<file path="config.mk">
export PLATFORM = sky130hd
export DESIGN_NAME = mem_arbiter
export DESIGN_NICKNAME = d
export VERILOG_FILES = /design/src/rtl/mem_arb_pkg.sv /design/src/rtl/mem_arb_prio.sv /design/src/rtl/mem_arbiter.sv
export SDC_FILE = /design/constraint.sdc
export NUM_CORES = 1
export LEC_CHECK = 0
export CORE_MARGIN = 8
export CORE_UTILIZATION = 35
export DETAILED_ROUTE_END_ITERATION = 10
export PLACE_DENSITY = 0.8
export SYNTH_ARGS = -nofsm -noshare
export SYNTH_HDL_FRONTEND = slang
export SYNTH_SLANG_ARGS = --single-unit
</file>
<file path="constraint.sdc">
create_clock -name clk_i -period 4.4 [get_ports clk_i]
set_clock_uncertainty 0.1 [all_clocks]
set_input_delay 1.1 -clock clk_i [delete_from_list [all_inputs] [get_ports clk_i]]
set_output_delay 1.1 -clock clk_i [all_outputs]
set_load 0.01 [all_outputs]
</file>
<file path="src/rtl/mem_arb_pkg.sv">
// Shared types and defaults for the fetch/data memory arbiter.
package mem_arb_pkg;

   localparam int ADDR_W_DEF       = 32;
   localparam int DATA_W_DEF       = 32;
   localparam int MAX_D_STREAK_DEF = 4;
   localparam int STREAK_W         = 4;

   // Transaction sequencing states.
   typedef enum logic [1:0] {
      IDLE    = 2'd0,
      REQ     = 2'd1,
      WAIT_RD = 2'd2
   } state_e;

   // Which requester owns the outstanding transaction.
   typedef enum logic {
      OWN_IF = 1'b0,
      OWN_D  = 1'b1
   } owner_e;

   // Saturating increment of the data-grant streak.
   function automatic logic [STREAK_W-1:0] streak_inc(
      input logic [STREAK_W-1:0] cur,
      input logic [STREAK_W-1:0] max_v
   );
      return (cur >= max_v) ? max_v : cur + 1'b1;
   endfunction

endpackage

</file>
<file path="src/rtl/mem_arb_prio.sv">
// Winner select between fetch and data requesters, with a streak counter
// that forces a fetch grant after too many consecutive data grants.
module mem_arb_prio
   import mem_arb_pkg::*;
#(
   parameter int MAX_D_STREAK = MAX_D_STREAK_DEF
) (
   input  logic clk_i,
   input  logic rst_i,
   input  logic arb_en,
   input  logic if_req,
   input  logic d_req,
   output logic if_win,
   output logic d_win
);

   localparam logic [STREAK_W-1:0] STREAK_MAX = STREAK_W'(MAX_D_STREAK);

   logic [STREAK_W-1:0] streak_q;

   // Data has priority unless fetch has waited through a full streak.
   always_comb begin
      if_win = arb_en && if_req && (!d_req || (streak_q == STREAK_MAX));
      d_win  = arb_en && d_req && !if_win;
   end

   // Count data grants that bypassed a waiting fetch; any other grant clears.
   always_ff @(posedge clk_i) begin
      if (rst_i) begin
         streak_q <= '0;
      end else if (d_win) begin
         streak_q <= if_req ? streak_inc(streak_q, STREAK_MAX) : '0;
      end else if (if_win) begin
         streak_q <= '0;
      end
   end

endmodule

</file>
<file path="src/rtl/mem_arbiter.sv">
// Shares one single-port memory between fetch and data requesters, one
// transaction outstanding at a time, with request/grant/response handshakes.
module mem_arbiter
   import mem_arb_pkg::*;
#(
   parameter int ADDR_W       = ADDR_W_DEF,
   parameter int DATA_W       = DATA_W_DEF,
   parameter int MAX_D_STREAK = MAX_D_STREAK_DEF
) (
   input  logic              clk_i,
   input  logic              rst_i,
   input  logic              if_req_i,
   input  logic [ADDR_W-1:0] if_addr_i,
   output logic              if_gnt_o,
   output logic              if_rvalid_o,
   output logic [DATA_W-1:0] if_rdata_o,
   input  logic              d_req_i,
   input  logic              d_we_i,
   input  logic [ADDR_W-1:0] d_addr_i,
   input  logic [DATA_W-1:0] d_wdata_i,
   output logic              d_gnt_o,
   output logic              d_rvalid_o,
   output logic [DATA_W-1:0] d_rdata_o,
   output logic              mem_req_o,
   output logic              mem_we_o,
   output logic [ADDR_W-1:0] mem_addr_o,
   output logic [DATA_W-1:0] mem_wdata_o,
   input  logic              mem_gnt_i,
   input  logic              mem_rvalid_i,
   input  logic [DATA_W-1:0] mem_rdata_i
);

   state_e              state_q, state_d;
   owner_e              owner_q;
   logic                we_q;
   logic [ADDR_W-1:0]   addr_q;
   logic [DATA_W-1:0]   wdata_q;
   logic                arb_en;
   logic                if_win;
   logic                d_win;

   // Grants are only issued from IDLE, and never while reset is applied,
   // so a requester is never told it was accepted into a discarded slot.
   assign arb_en = (state_q == IDLE) && !rst_i;

   mem_arb_prio #(
      .MAX_D_STREAK (MAX_D_STREAK)
   ) u_prio (
      .clk_i  (clk_i),
      .rst_i  (rst_i),
      .arb_en (arb_en),
      .if_req (if_req_i),
      .d_req  (d_req_i),
      .if_win (if_win),
      .d_win  (d_win)
   );

   // State register.
   // NOTE: clocked state uses non-blocking assignments so every register
   // samples pre-edge values regardless of process evaluation order.
   always_ff @(posedge clk_i) begin
      if (rst_i) begin
         state_q <= IDLE;
      end else begin
         state_q <= state_d;
      end
   end

   // Capture the winning request so the memory side sees stable values.
   // NOTE: the datapath latch is reset as well, because mem_addr_o and
   // mem_wdata_o are driven straight from it and must read 0 after reset.
   always_ff @(posedge clk_i) begin
      if (rst_i) begin
         owner_q <= OWN_IF;
         we_q    <= 1'b0;
         addr_q  <= '0;
         wdata_q <= '0;
      end else if (if_win) begin
         owner_q <= OWN_IF;
         we_q    <= 1'b0;
         addr_q  <= if_addr_i;
         wdata_q <= '0;
      end else if (d_win) begin
         owner_q <= OWN_D;
         we_q    <= d_we_i;
         addr_q  <= d_addr_i;
         wdata_q <= d_wdata_i;
      end
   end

   // Next-state and handshake outputs.
   // NOTE: every signal written here gets a default first, so no path
   // through the case can leave one unassigned and infer a latch.
   always_comb begin
      state_d     = state_q;
      mem_req_o   = 1'b0;
      if_rvalid_o = 1'b0;
      d_rvalid_o  = 1'b0;
      unique case (state_q)
         IDLE: begin
            if (if_win || d_win) begin
               state_d = REQ;
            end
         end
         REQ: begin
            mem_req_o = 1'b1;
            if (mem_gnt_i) begin
               if (we_q) begin
                  // A store completes on acceptance; there is no read data.
                  d_rvalid_o = 1'b1;
                  state_d    = IDLE;
               end else begin
                  state_d = WAIT_RD;
               end
            end
         end
         WAIT_RD: begin
            if (mem_rvalid_i) begin
               if (owner_q == OWN_D) begin
                  d_rvalid_o = 1'b1;
               end else begin
                  if_rvalid_o = 1'b1;
               end
               state_d = IDLE;
            end
         end
         default: begin
            state_d = IDLE;
         end
      endcase
      // Reset silences the handshake immediately, so a memory response
      // racing with reset never reaches a requester.
      if (rst_i) begin
         mem_req_o   = 1'b0;
         if_rvalid_o = 1'b0;
         d_rvalid_o  = 1'b0;
      end
   end

   assign if_gnt_o    = if_win;
   assign d_gnt_o     = d_win;
   assign mem_we_o    = we_q;
   assign mem_addr_o  = addr_q;
   assign mem_wdata_o = wdata_q;
   // Read data is a pure mirror; rvalid is the only qualifier.
   assign if_rdata_o  = mem_rdata_i;
   assign d_rdata_o   = mem_rdata_i;

   // Grants are mutually exclusive and only come out of IDLE.
   a_gnt_excl : assert property (@(posedge clk_i) !(if_gnt_o && d_gnt_o));
   a_gnt_idle : assert property (@(posedge clk_i)
                                 (if_gnt_o || d_gnt_o) |-> (state_q == IDLE));

endmodule

</file>
==> results.json <==
{
  "outcome": "finished, final reports clean",
  "dp_hpwl_um": 9000,
  "cts_hold_buf": 0,
  "p_clk_frac": 0.241,
  "grt_use_total": 0.159,
  "hp-class": "reg -> reg",
  "layout-drive-gt1-share": 0.0542,
  "cellInternalPower_w": 0.00164,
  "dp_slack_ps": 631,
  "syn_area_per_cell_um2": 8.39,
  "crit_required_ps": 3200,
  "tns_ps": 0,
  "fin_crit_sh": 0.861,
  "grt_pass1_wl_um": 19000,
  "grt_overflow": 0,
  "start_util": 0.356,
  "hold_violations": 0,
  "fmax_mhz": 264,
  "cp-start-kind": "input port",
  "ir_worst_vdd_mv": 0.209,
  "coreArea_um2": 10800,
  "layoutNonFillerInstCount": 694,
  "slowest_delay_ps": 600,
  "cts_root_buf": "clkbuf_8",
  "yosysTopAreaCell": "dfxtp_1",
  "clock_latency_ps": 340,
  "synth_top_cell_area_share": 0.375,
  "grt_max_degree": 58,
  "combPwrFrac": 0.399,
  "die_x_um": 121,
  "grt_pass1_vias": 3826,
  "cts_resized": 0,
  "finalWorstSetupSlack_ps": 611,
  "crit_slowest_cell": "clkdlybuf4s50_1",
  "cts.clk_slew.worst_paths_ps": 90,
  "p_leak_nw": 2.01,
  "die_y_um": 121,
  "swShare": 0.337,
  "slew_headroom": 0.579,
  "synth_warnings": 0,
  "synth_ff_type": "dfxtp_1",
  "path_cells": "clkdlybuf4s50_1 -> and2b_1 -> nand2_1 -> a21oi_1 -> clkdlybuf4s50_1",
  "detail_route.wl_per_cell_um": 17.4,
  "hold_slack_ps": 360,
  "areaGrowthSynthToFinish_pct": 39.9,
  "cts_made_buffers": 9,
  "powerDensity_nw_per_um2": 460,
  "cp_max_fo": 3,
  "cpMostUsedCell": "clkdlybuf4s50_1",
  "ioPinCount": 269,
  "slew_violations": 0,
  "arrival_ps": 2590,
  "setup_viol": 0,
  "cts_tree": "done",
  "syn_inst": 458,
  "die-area_um2": 14600,
  "antenna_found_initial": 0,
  "netSwitchingPower_w": 0.000833,
  "post_cts_buffers": 0,
  "async_flop_share": 0,
  "maxCapViolCount": 0,
  "final.min_clock_period_ps": 3790,
  "dp.cells": 678,
  "row_count": 38,
  "ant_nets": 0,
  "critPathKind": "in -> out",
  "worstSetupEndpointType": "output pin",
  "drc_errors": 0,
  "synth_edf_count": 0,
  "diodes": 0,
  "cts_htree_levels": 3,
  "clk_path_buf_depth": 2,
  "seq_area_um2": 1440,
  "routed_via_density": 5.29,
  "port_buffers": 172,
  "gp_congestion": 0.819,
  "seqPwrFrac": 0.360,
  "cts.sinks": 72,
  "synthesis.area_um2": 3840,
  "seq_area_frac_synth": 0.375,
  "multiInputGateArea_um2": 1680,
  "synth_nets": 599,
  "firstDrtPassIters": 6,
  "fill_cells": 1036,
  "num_vias": 3673,
  "ys_types": 33,
  "drtIter0Drc": 206,
  "fin_nets": 690,
  "synthTopCellsByArea": "dfxtp_1 (38%), buf_4 (13%), o221ai_1 (7.3%)",
  "rsz0062_at_grt": "false",
  "drt-total-wl_um": 12100,
  "worst_slew_pin_slew_ps": 630,
  "synth_seq_cells": 72
}
[critical path, delay by kind of cell]
family	cells	cell delay, ps
buf+inv	2	1050
simple gates	2	280
compound gates	1	160
[flip-flops by register name, summed over array words and instances, names as in the netlist]
name	count
mem_addr_o	32
mem_wdata_o	32
mem_we_o	1
owner_q	1
state_q	2
u_prio.streak_q	4
[kinds of logic (layout without fill, tap and decap cells)]
family	count (synthesis)	after routing	synth area share
AO/OA/AOI/OAI	82	82	0.144
AND/OR/NAND/NOR	178	178	0.252
adder cells (fa/ha/maj)	6	6	0.0195
flip-flops	72	72	0.375
multiplexers	9	9	0.0234
buffers and inverters	111	207	0.187
[path summary, 6_finish.rpt]
path	slack (ps)	from	endpoint	depth (start not counted)
setup / recovery	610	rst_i	if_gnt_o	5
hold / removal	360	mem_wdata_o[23]	mem_wdata_o[23]	2
setup reg to reg	2270	state_q[0]	mem_addr_o[21]	6
hold reg to reg	360	mem_wdata_o[23]	mem_wdata_o[23]	2
[synth_stat cells (2+ instances only)]
library cell	number
mux2i_1	9
and2_1	2
a211oi_1	2
dfxtp_1	72
inv_1	7
nor2_1	3
clkbuf_1	7
nand2_1	72
nand2b_1	7
buf_2	27
or2b_1	2
a21oi_1	43
and4b_1	25
ha_1	6
buf_4	69
nor3_1	52
nand4_1	2
nand3b_1	4
nand3_1	2
o221ai_1	32
[routing by layer]
layer	global-route usage	wire (µm)
met5	0	0
met3	0.0695	1150
met2	0.291	6190
met1	0.156	4470
met4	0.0585	248
[power groups by stage]
stage,Sequential [W],Combinational [W],Clock (W)
floorplan,0.000960,0.000480,0
global placement,0.000896,0.000972,0
detailed placement,0.000904,0.000992,0
CTS,0.000891,0.000998,0.000619
global route,0.000910,0.00106,0.000646
finish,0.000890,0.000988,0.000596
[final cells by class]
cell class	instances	share of cell area
repair buffers	184	0.339
multi-input cells	275	0.313
flip-flops and latches	72	0.268
well taps	140	0.0326
clock buffers	9	0.0230
clock inverters	7	0.0186
inverters	7	0.00489
[cells in the final DEF (no fill, tap or decap), types with 2 or more instances in the layout]
cell               n
clkbuf_8           9
nand3b_1           4
clkdlybuf4s50_1  172
a21oi_1           43
nor2_1             3
and4b_1           25
ha_1               6
nand3_1            2
or2b_1             2
nand4_1            2
bufinv_16          2
dfxtp_1           72
nand2b_1           7
buf_4             11
inv_6              3
nor3_1            52
mux2i_1            9
and2_1             2
a211oi_1           2
nand2_1           72
inv_1              7
o221ai_1          32
[metrics by stage]
stage / instance area (µm²) / utilization / power (W)
6_report: 5380 / 0.498 / 0.00247
5_1_grt: 5380 / 0.498 / 0.00262
4_1_cts: 5380 / 0.498 / 0.00251
3_5_place_dp: 5150 / 0.477 / 0.00190
3_3_place_gp: 5150 / 0.477 / 0.00187
2_1_floorplan: 3840 / - / 0.00144
Power figures use the tool's default switching activity.
